[src/rtl/fetch_pc_gen.sv]
// Fetch-stage PC generator.
// Holds the fetch PC, drives the synchronous-read instruction memory address,
// tags the returned instruction with its PC and a valid bit, and squashes the
// in-flight wrong-path instruction whenever the IF control logic redirects.
//
// Build option: define FETCH_BHT_EN to add a small 2-bit branch history table
// that predicts conditional branches (B-type) at fetch time. Without it the
// sequential path is always pc+4 and f_pred_taken is tied low.
module fetch_pc_gen #(
    parameter logic [31:0] RESET_PC    = 32'h4000_0000,
    parameter int          BHT_ENTRIES = 16
) (
    input  logic        clk,
    input  logic        rst,
    input  logic        stall,
    input  logic [2:0]  pc_select,
    input  logic [31:0] jal_target,
    input  logic [31:0] redirect_target,
    input  logic [31:0] f_instruction,
    input  logic        bht_update,
    input  logic [31:0] bht_update_pc,
    input  logic        bht_update_taken,
    output logic [31:0] imem_addr,
    output logic [31:0] f_pc,
    output logic        f_valid,
    output logic        f_pred_taken
);

    // RESET is the cycle in which rst is high; BOOT is the first cycle after
    // it, spent waiting for the RESET_PC read to come back; RUN is normal fetch.
    typedef enum logic [1:0] {
        ST_RESET = 2'd0,
        ST_BOOT  = 2'd1,
        ST_RUN   = 2'd2
    } state_e;

    localparam logic [2:0] SEL_RESTART  = 3'd0;
    localparam logic [2:0] SEL_JAL      = 3'd1;
    localparam logic [2:0] SEL_REDIRECT = 3'd3;

    state_e      state_q;
    state_e      state_d;
    state_e      state_s;
    logic [31:0] pc_q;
    logic [31:0] pc_d;
    logic        valid_q;
    logic        valid_d;

    logic        redirect_s;
    logic        pred_s;
    logic [31:0] seq_next_s;
    logic [31:0] raw_addr_s;
    logic        f_valid_s;

    // rst takes precedence over whatever state is registered.
    assign state_s = rst ? ST_RESET : state_q;

    // Restart, jal and jalr/mispredict all discard the instruction in flight.
    assign redirect_s = (pc_select == SEL_RESTART) ||
                        (pc_select == SEL_JAL)     ||
                        (pc_select == SEL_REDIRECT);

`ifdef FETCH_BHT_EN
    localparam int IDX_W = $clog2(BHT_ENTRIES);

    // Saturating 2-bit counter step toward the resolved outcome.
    function automatic logic [1:0] sat_step(input logic [1:0] cnt, input logic taken);
        logic [1:0] nxt;
        if (taken) begin
            nxt = (cnt == 2'b11) ? 2'b11 : cnt + 2'b01;
        end else begin
            nxt = (cnt == 2'b00) ? 2'b00 : cnt - 2'b01;
        end
        return nxt;
    endfunction

    logic [1:0]       bht_q [BHT_ENTRIES];
    logic [IDX_W-1:0] lookup_idx_s;
    logic [IDX_W-1:0] update_idx_s;
    logic [31:0]      b_imm_s;
    logic             is_branch_s;
    logic             unused_bht_s;

    assign lookup_idx_s = pc_q[IDX_W+1:2];
    assign update_idx_s = bht_update_pc[IDX_W+1:2];
    assign is_branch_s  = (f_instruction[6:2] == 5'b11000);
    assign b_imm_s      = {{20{f_instruction[31]}}, f_instruction[7],
                           f_instruction[30:25], f_instruction[11:8], 1'b0};

    // Lookup reads the registered table, so a same-cycle update at the same
    // index is not yet visible to the prediction.
    assign pred_s     = valid_q && is_branch_s && bht_q[lookup_idx_s][1];
    assign seq_next_s = pred_s ? (pc_q + b_imm_s) : (pc_q + 32'd4);

    assign unused_bht_s = ^{f_instruction[24:12], f_instruction[1:0],
                            bht_update_pc[31:IDX_W+2], bht_update_pc[1:0]};

    // Counter table: weakly not-taken after reset, trained by resolved branches.
    always_ff @(posedge clk) begin
        if (rst) begin
            for (int i = 0; i < BHT_ENTRIES; i++) begin
                bht_q[i] <= 2'b01;
            end
        end else if (bht_update) begin
            bht_q[update_idx_s] <= sat_step(bht_q[update_idx_s], bht_update_taken);
        end else begin
            bht_q[update_idx_s] <= bht_q[update_idx_s];
        end
    end
`else
    logic        unused_bht_s;
    logic [31:0] unused_bht_cfg_s;

    assign pred_s           = 1'b0;
    assign seq_next_s       = pc_q + 32'd4;
    assign unused_bht_s     = ^{f_instruction, bht_update, bht_update_pc, bht_update_taken};
    assign unused_bht_cfg_s = BHT_ENTRIES;
`endif

    // Next fetch address, next PC/valid and the squash decision per state.
    always_comb begin
        state_d    = state_q;
        pc_d       = pc_q;
        valid_d    = valid_q;
        raw_addr_s = RESET_PC;
        f_valid_s  = 1'b0;
        case (state_s)
            ST_RESET: begin
                raw_addr_s = RESET_PC;
                pc_d       = RESET_PC - 32'd4;
                valid_d    = 1'b0;
                state_d    = ST_BOOT;
            end
            ST_BOOT: begin
                raw_addr_s = RESET_PC;
                pc_d       = RESET_PC;
                valid_d    = 1'b1;
                state_d    = ST_RUN;
            end
            ST_RUN: begin
                case (pc_select)
                    SEL_RESTART:  raw_addr_s = RESET_PC;
                    SEL_JAL:      raw_addr_s = jal_target;
                    SEL_REDIRECT: raw_addr_s = redirect_target;
                    default: begin
                        if (stall) begin
                            raw_addr_s = pc_q;
                        end else begin
                            raw_addr_s = seq_next_s;
                        end
                    end
                endcase
                f_valid_s = valid_q && !redirect_s;
                if (redirect_s || !stall) begin
                    pc_d    = {raw_addr_s[31:2], 2'b00};
                    valid_d = 1'b1;
                end else begin
                    pc_d    = pc_q;
                    valid_d = valid_q;
                end
                state_d = ST_RUN;
            end
            default: begin
                raw_addr_s = RESET_PC;
                pc_d       = RESET_PC - 32'd4;
                valid_d    = 1'b0;
                state_d    = ST_BOOT;
            end
        endcase
    end

    assign imem_addr    = {raw_addr_s[31:2], 2'b00};
    assign f_pc         = pc_q;
    assign f_valid      = f_valid_s;
    assign f_pred_taken = pred_s && f_valid_s;

    // Fetch PC, valid flag and FSM state registers.
    always_ff @(posedge clk) begin
        if (rst) begin
            state_q <= ST_BOOT;
            pc_q    <= RESET_PC - 32'd4;
            valid_q <= 1'b0;
        end else begin
            state_q <= state_d;
            pc_q    <= pc_d;
            valid_q <= valid_d;
        end
    end

endmodule

[config.mk]
export PLATFORM = sky130hd
export DESIGN_NAME = fetch_pc_gen
export DESIGN_NICKNAME = d
export VERILOG_FILES = /design/src/rtl/fetch_pc_gen.sv
export SDC_FILE = /design/constraint.sdc
export NUM_CORES = 1
export LEC_CHECK = 0
export ABC_AREA = 0
export BUFFER_PORTS_ARGS = -buffer_cell sky130_fd_sc_hd__buf_2
export CORE_MARGIN = 5
export CORE_UTILIZATION = 42
export DETAILED_ROUTE_END_ITERATION = 7
export GPL_TIMING_DRIVEN = 0
export PLACE_DENSITY = 0.9
export SYNTH_ARGS = -nofsm -noshare
export SYNTH_HDL_FRONTEND = slang
export SYNTH_SLANG_ARGS = --single-unit
[constraint.sdc]
create_clock -name clk -period 2.5 [get_ports clk]
set_input_delay 0.5 -clock clk [delete_from_list [all_inputs] [get_ports clk]]
set_output_delay 0.5 -clock clk [all_outputs]
set_load 0.05 [all_outputs]
==> Word level (Yosys, flattened, before mapping) <==
Cells that the tools add are included.
{ "classes": {"addsub": 1, "mul": 0, "div": 0, "order_cmp": 0, "n_eq_ne": 5, "shifts": 0, "muxes": 10, "bitwise": 0, "reduce_logical": 8} }
{ "ops": {"columns": ["cell", "count"], "rows": [
  ["32-bit two-way mux", 3],
  ["32-bit one-hot mux with 3 select lines", 1],
  ["32-bit one-hot mux with 2 select lines", 1],
  ["32-bit by 3-bit adder with 32-bit output, second input constant", 1],
  ["2-bit two-way mux", 2],
  ["3-bit by 1-bit equality test with 1-bit output, second input constant", 1],
  ["3-bit by 2-bit equality test with 1-bit output, second input constant", 1],
  ["3-bit logical NOT", 1],
  ["1-bit logical OR", 3],
  ["2-bit by 1-bit equality test with 1-bit output, second input constant", 1],
  ["2-bit equality test, second input constant", 1],
  ["1-bit logical NOT", 2],
  ["1-bit two-way mux", 2],
  ["2-bit != test, second input constant", 1],
  ["1-bit one-hot mux with 2 select lines", 1],
  ["2-bit OR reduction", 1],
  ["1-bit logical AND", 1]
]} }
{ "word_totals": {"register_bits": 35, "latchBits": 0, "mem_bits_rw": 0, "rom_bits": 0, "in_bits": 136, "output_inout_bits": 66, "word_cells": 27, "memories": 0} }

==> Depth between registers and ports, before layout <==
Gate-level depths: netlist (run 1).
{ "depth": {"word_depth": 6, "depth_mapped": 10, "depth_no_buf": 8} }

==> Least setup slack after synthesis (run 1) <==
Ideal clock, no wire load.
{ "synth_path": {"path_kind": "reg-to-output", "startpoint": "reg pc_q[2] (netlist: f_pc[2])", "endpoint": "out imem_addr[16]", "arrival_time_ps": 2911, "required_time_ps": 2000, "setup_slack_ps": -911, "stages_incl_launch_ff": 7, "path_buffers": 0, "path_cell_list": "dfxtp_1 ha_1 nand3b_1 nor3_2 and3_1 xnor2_1 o21ai_0"} }
{ "synth_between": {"elab_chain_cells": 4} }
{ "synth_rtl": {"columns": ["element", "line", "rtl"], "rows": [
  ["start: declaration", "44", "logic [31:0] pc_q;"],
  ["start signal: assignment", "181", "pc_q <= RESET_PC - 32'd4;"],
  ["start signal: assignment", "185", "pc_q <= pc_d;"],
  ["32-bit by 3-bit adder with 32-bit output", "115", "assign seq_next_s = pc_q + 32'd4;"],
  ["32-bit two-way mux", "146", "if (stall) begin"],
  ["32-bit one-hot mux with 3 select lines", "141", "case (pc_select)"],
  ["32-bit two-way mux", "127", "case (state_s)"],
  ["end: declaration", "23", "output logic [31:0] imem_addr,"]
]} }
Every way passes these cells.

==> Worst setup path in the final report (run 1) <==
{ "layout_path": {"startpoint": "reg pc_q[23] (netlist: f_pc[23])", "endpoint": "out imem_addr[29]"} }
The elaborated chain is that of the path after synthesis.

==> results of run 1 <==
[layout make-up]
class / instances / share of cell area, %
tap: 80 / 1.98
sequential: 33 / 14.5
inverter: 11 / 1.07
buffer: 23 / 4.84
clock buffer: 7 / 1.71
multi-input combinational: 313 / 52.7
timing repair buffer: 167 / 22.7
clock inverter: 1 / 0.595
[Yosys cell counts (all sizes together), types with 11 or more instances]
library cell | n | area (µm²)
nor2 | 30 | 113
nand2 | 31 | 116
nand4 | 11 | 81.3
nand3 | 14 | 82.6
nand2b | 12 | 75.1
buf | 15 | 92.6
a21oi | 23 | 115
dfxtp | 33 | 661
xnor2 | 13 | 114
o21ai | 26 | 130
a31oi | 14 | 87.6
[worst register-to-register path, stage by stage (launching register included)]
cell	delay (ns)
dfxtp_1	0.31
nor2b_4	0.12
inv_1	0.09
ha_4	0.15
buf_4	0.11
nor2_1	0.05
or2_2	0.29
nor2_1	0.36
buf_2	0.34
nand2_1	0.09
o22a_1	0.22
[path summary, 6_finish.rpt]
check             endpoint  startpoint  depth (start not counted)  slack (ns)
min reg2reg        valid_q     valid_q                          2        0.47
min             state_q[1]         rst                          2        0.45
max reg2reg       f_pc[27]  state_q[0]                         10        0.26
max          imem_addr[29]    f_pc[23]                          6       -0.18
[kinds of logic (layout without fill, tap and decap cells)]
group	Yosys count	count (layout)	synth area share, %
adder cells (fa/ha/maj)	3	3	1.29
buffers and inverters	35	209	5.76
XOR/XNOR	23	23	6.92
AO/OA/AOI/OAI	119	119	27.8
AND/OR/NAND/NOR	144	144	28.5
other	1	5	0.129
multiplexers	19	19	6.92
flip-flops	33	33	22.7
[through the flow]
step	setup slack, ns	util (%)
final	-0.185	74.7
after global routing	-0.262	74.7
after CTS	-0.0212	68.4
after detailed placement	-0.861	58.6
after global placement	-0.767	58.6
after floorplan	-0.132	-
[layer usage]
| layer | wire length (µm) | up-vias | part of all wire, % |
|---|---|---|---|
| li1 | - | 1755 | - |
| met1 | 4730 | 1910 | 36 |
| met2 | 6250 | 358 | 47 |
| met3 | 1680 | 58 | 13 |
| met4 | 517 | 0 | 3.9 |
| met5 | 0 | - | 0 |
[placed cells by master (no fill, tap or decap), drive strengths merged, types with 2 or more instances in the layout]
| master | Yosys | layout |
|---|---|---|
| a221oi | 9 | 9 |
| and3 | 8 | 8 |
| nor2b | 4 | 4 |
| o21a | 3 | 3 |
| clkbuf | 9 | 20 |
| xor2 | 10 | 10 |
| o21bai | 3 | 3 |
| nand2 | 31 | 31 |
| nand3 | 14 | 14 |
| mux2 | 9 | 9 |
| conb | 1 | 5 |
| inv | 10 | 10 |
| o32a | 2 | 2 |
| o21ai | 26 | 26 |
| a21oi | 23 | 23 |
| and4 | 5 | 5 |
| nor4 | 6 | 6 |
| nor3 | 7 | 7 |
| buf | 15 | 177 |
| and2 | 6 | 6 |
| and3b | 2 | 2 |
| xnor2 | 13 | 13 |
| nand4 | 11 | 11 |
| a21o | 9 | 9 |
| dfxtp | 33 | 33 |
| ha | 3 | 3 |
| or2 | 3 | 3 |
| nor2 | 30 | 30 |
| a31oi | 14 | 14 |
| mux2i | 10 | 10 |
| nand3b | 2 | 2 |
| nand2b | 12 | 12 |
| o22a | 10 | 10 |
| o221ai | 3 | 3 |
| a22o | 2 | 2 |
| o22ai | 6 | 6 |
[repair_timing]
action / in CTS / in global routing
cloned: 2 / 1
setup endpoints to repair: 41 / 37
pin swaps: 8 / 18
resized for setup: 111 / 50
setup buffers: 16 / 25
hold buffers: 0 / 0
endpoints found under the hold margin: 0 / 0
[report_power, final]
| part | switching, mW | internal (mW) |
|---|---|---|
| Sequential | 0.0961 | 0.585 |
| Clock | 0.233 | 0.325 |
| Combinational | 0.750 | 0.438 |
[sequential cells by signal, indices dropped and copies added, names as in the netlist]
register,flops
state_q,2
f_pc,30
valid_q,1
==> results.py, run 1 <==
metrics = {
    "run_status": {
        "status": "finished with violations",
        "violations": "setup timing",
    },
    "critical_path": {
        "critPathKind": "reg -> out",
        "crit_fanout": 5,
        "crit_top_cell": "nand4_1",
        "cp_cell_sequence": "nand4_1 > nor2_2 > nand4_1 > xor2_2 > o21ai_4 > buf_6",
        "crit_arrival_ns": 2.18,
        "worstSetupEndpointType": "output pin",
        "cp-start-kind": "register",
        "critPathRequiredTime_ns": 2.00,
        "critPathMaxStageDelay_ns": 0.40,
        "critPathTopFamily": "simple AND/OR/NAND/NOR gates",
        "critPathBufInv": 1,
        "cp_slowest_cell": "dfxtp_2",
    },
    "timing": {
        "post-route-period-util_pct": 107,
        "clock_skew_ns": 0.00651,
        "grt_setup_unrepaired": "yes",
        "tightest_slew_ns": 0.525,
        "hold_slack_ns": 0.452,
        "finalMaxSlewViolations": 0,
        "fin_setup_tns_ns": -0.850,
        "period_needed_ns": 2.68,
        "setup_viol": 15,
        "hold_viol_final": 0,
        "slew_headroom_pct": 64.6,
        "max_freq_mhz": 372,
        "fin_ws_ns": -0.185,
    },
    "synth": {
        "synthArstFlopShare_pct": 0,
        "ys_ff_latch": 33,
        "synth_cell_types": 65,
        "postSynthAreaPerCell_um2": 7.73,
        "synth_area_um2": 2910,
        "ys_seq_area_share_pct": 22.7,
        "synth-main-ff-cell": "dfxtp_1",
        "synth_edf_count": 0,
        "synthesis.instances": 377,
        "ys_warn_count": 0,
    },
    "placement": {
        "placed_area_um2": 3960,
        "port_buffers": 123,
        "gp_congestion": 0.951,
        "post-place-cells": 584,
        "hpwl_mm": 8.79,
    },
    "pwr": {
        "leakage_nw": 2.18,
        "power_density_nw_per_um2": 481,
        "power_mw": 2.43,
        "vdd_drop_max_uv": 334,
    },
    "drt": {
        "drt-total-wl_mm": 13.2,
        "post_drt_wl_per_cell_um": 20.8,
        "firstDrtPassIters": 6,
        "final_antenna_net_count": 0,
        "drt_iter0_markers": 347,
        "drcViolationCount": 0,
        "routed_via_density": 6.43,
        "vias": 4081,
    },
    "global_routing": {
        "grt_antenna_before_repair": 0,
        "grt_pass1_vias": 3738,
        "grt_busiest_layer": "met2",
        "grt_max_degree": 12,
        "met1_usage_pct": 33.6,
        "grt_util_met2_pct": 44.6,
        "grt_pass1_wl_mm": 18.9,
        "track_usage_pct": 27.3,
        "met3_usage_pct": 7.40,
        "grt-ovfl-total": 0,
    },
    "die": {
        "dieArea_um2": 8700,
        "dieHeight_um": 93.3,
        "ios": 202,
        "row_count": 30,
        "fp.coreArea_um2": 6760,
        "initial_utilization_pct": 43.1,
        "dieWidth_um": 93.3,
    },
    "cells_and_area": {
        "drive_above_1_share_pct": 56.9,
        "multi_input_area_um2": 2660,
        "n_fill_cell": 451,
        "seq_area_um2": 731,
        "area_delta_synth_final_pct": 73.2,
        "nNetsFinal": 693,
        "fin_area_um2": 5040,
        "antenna_cells": 0,
        "stdcell_count": 635,
    },
    "clock_network": {
        "cts_sinks": 33,
        "clk_pin_slew_worst_paths_ns": 0.08,
        "cts_max_path_buffers": 2,
        "cts_max_level": 2,
        "cts_made_buffers": 5,
        "cts_tree": "yes",
        "clockRootBuffer": "clkbuf_8",
        "insertion_delay_ns": 0.30,
    },
    "min_path": {
        "hp-class": "in -> reg",
    },
    "job": {
        "cap_violations": 0,
    },
}
(Power assumes the default switching activity.)
==> run 2: changes to the inputs <==
--- a/config.mk
+++ b/config.mk
@@ -8,10 +8,10 @@
 export ABC_AREA = 0
 export BUFFER_PORTS_ARGS = -buffer_cell sky130_fd_sc_hd__buf_2
 export CORE_MARGIN = 5
-export CORE_UTILIZATION = 42
+export CORE_UTILIZATION = 41
 export DETAILED_ROUTE_END_ITERATION = 7
 export GPL_TIMING_DRIVEN = 0
-export PLACE_DENSITY = 0.9
+export PLACE_DENSITY = 0.89
 export SYNTH_ARGS = -nofsm -noshare
 export SYNTH_HDL_FRONTEND = slang
 export SYNTH_SLANG_ARGS = --single-unit
==> run 2 against run 1 <==
- the flow still finishes with violations (setup timing)
- setup slack better by 0.057 ns
- total power shrank 2.2%
- clock skew fell by 0.00055 ns
- die area rose by 2.2%
- via count is 1.8% lower
- utilization is 1.0 points higher
- non-clock buffer count increased by 8
- worst hold slack better by 0.018 ns
- critical path depth is 2 higher
- cell count increased by 3.8%
- first-iteration DRC count increased by 10%
==> results.py, run 2 (synthesized netlist as in run 1, its figures left out) <==
metrics = {
    "run_status": {
        "status": "finished with violations",
        "violations": "setup timing",
    },
    "critical_path": {
        "critPathTopFamily": "simple AND/OR/NAND/NOR gates",
        "worstSetupEndpointType": "output pin",
        "critPathKind": "reg -> out",
        "critPathMaxStageDelay_ns": 0.39,
        "critPathBufInv": 2,
        "cp-start-kind": "register",
        "crit_arrival_ns": 2.13,
        "crit_fanout": 4,
        "cp_slowest_cell": "dfxtp_4",
        "cp_cell_sequence": "ha_4 > nand3b_1 > nor3_4 > buf_6 > nand4_1 > mux2i_1 > o21a_2 > buf_8",
        "critPathRequiredTime_ns": 2.00,
        "reg2reg_slack_ns": 0.33,
    },
    "timing": {
        "period_needed_ns": 2.63,
        "fin_setup_tns_ns": -0.755,
        "setup_viol": 12,
        "slew_headroom_pct": 42.2,
        "grt_setup_unrepaired": "yes",
        "post-route-period-util_pct": 105,
        "tightest_slew_ns": 0.864,
        "hold_slack_ns": 0.470,
        "fin_ws_ns": -0.127,
        "clock_skew_ns": 0.00596,
        "max_freq_mhz": 381,
        "finalMaxSlewViolations": 0,
        "hold_viol_final": 0,
    },
    "clock_network": {
        "cts_hold_buffers": 0,
        "clk_pin_slew_worst_paths_ns": 0.08,
        "cts_max_level": 2,
        "insertion_delay_ns": 0.29,
        "cts_sinks": 33,
        "cts_max_path_buffers": 2,
        "cts_made_buffers": 5,
        "clockRootBuffer": "clkbuf_8",
        "cts_tree": "yes",
    },
    "drt": {
        "drt_iter0_markers": 382,
        "drt-met1-wl_mm": 5.11,
        "drt-total-wl_mm": 13.6,
        "top_layer_used": "met4",
        "post_drt_wl_per_cell_um": 20.6,
        "final_antenna_net_count": 0,
        "routed_via_density": 6.08,
        "vias": 4006,
        "firstDrtPassIters": 5,
        "drcViolationCount": 0,
        "met3_length_mm": 1.49,
        "met2WireLength_mm": 6.55,
    },
    "min_path": {
        "hp-class": "in -> reg",
    },
    "cells_and_area": {
        "multi_input_area_um2": 2730,
        "antenna_cells": 0,
        "layout_common_cells": "buf_2 (100), buf_4 (45), buf_6 (33), nand2_1 (21), nor2_1 (19)",
        "seq_area_um2": 723,
        "layout_commonest_cell": "buf_2",
        "area_delta_synth_final_pct": 78.4,
        "finish.utilization_pct": 75.7,
        "nNetsFinal": 701,
        "largest_reg_flops": 30,
        "n_fill_cell": 476,
        "drive_above_1_share_pct": 57.9,
    },
    "pwr": {
        "leakage_nw": 2.22,
        "power_mw": 2.37,
        "vdd_drop_max_uv": 272,
        "power_density_nw_per_um2": 457,
    },
    "die": {
        "initial_utilization_pct": 42.4,
        "dieHeight_um": 94.3,
        "dieArea_um2": 8890,
        "fp.coreArea_um2": 6870,
        "ios": 202,
        "dieWidth_um": 94.3,
        "row_count": 30,
    },
    "placement": {
        "hpwl_mm": 9.27,
        "gp_congestion": 0.950,
        "port_buffers": 123,
    },
    "global_routing": {
        "track_usage_pct": 28.1,
        "grt_max_degree": 12,
        "grt_antenna_before_repair": 0,
        "grt_pass1_wl_mm": 19.5,
        "grt-ovfl-total": 0,
        "grt_pass1_vias": 3819,
    },
    "job": {
        "cap_violations": 0,
    },
}
## run 2: final cells by class
class	count	share of cell area [%]
Multi-Input combinational cell	313	52.4
Timing Repair Buffer	175	24.3
Sequential cell	33	13.9
Buffer	23	4.33
Tap cell	96	2.31
Clock buffer	8	1.54
Inverter	11	1.13
## run 2: path summary, 6_finish.rpt
check / from / depth (start not counted) / end
min reg2reg: valid_q / 2 / valid_q
max reg2reg: state_q[0] / 8 / f_pc[29]
min: rst / 2 / state_q[1]
max: f_pc[2] / 8 / imem_addr[28]
## run 2: where the power goes
part | switching, mW | internal [mW]
Combinational | 0.793 | 0.493
Clock | 0.214 | 0.198
Sequential | 0.0919 | 0.585
Total | 1.10 | 1.28
## run 2: per-stage QoR
stage	worst slack [ns]	instance area, µm²	std cells
floorplan	-0.132	3240	381
global placement	-0.826	3980	600
detailed placement	-0.891	3980	600
CTS	-0.0899	4770	638
global route	-0.192	5200	659
finish	-0.127	5200	659
## run 2: timing repair
item | CTS | global route
buffers inserted | 27 | 21
setup endpoints to repair | 43 | 39
gates cloned | 4 | 0
gates resized for setup | 122 | 69
pin swaps | 16 | 20
## run 2: metal layers
layer	vias to the layer above	GRT usage (%)
met5	-	0
met4	0	6.98
met3	42	7.53
met2	297	48.1
met1	1882	34.8
li1	1785	-
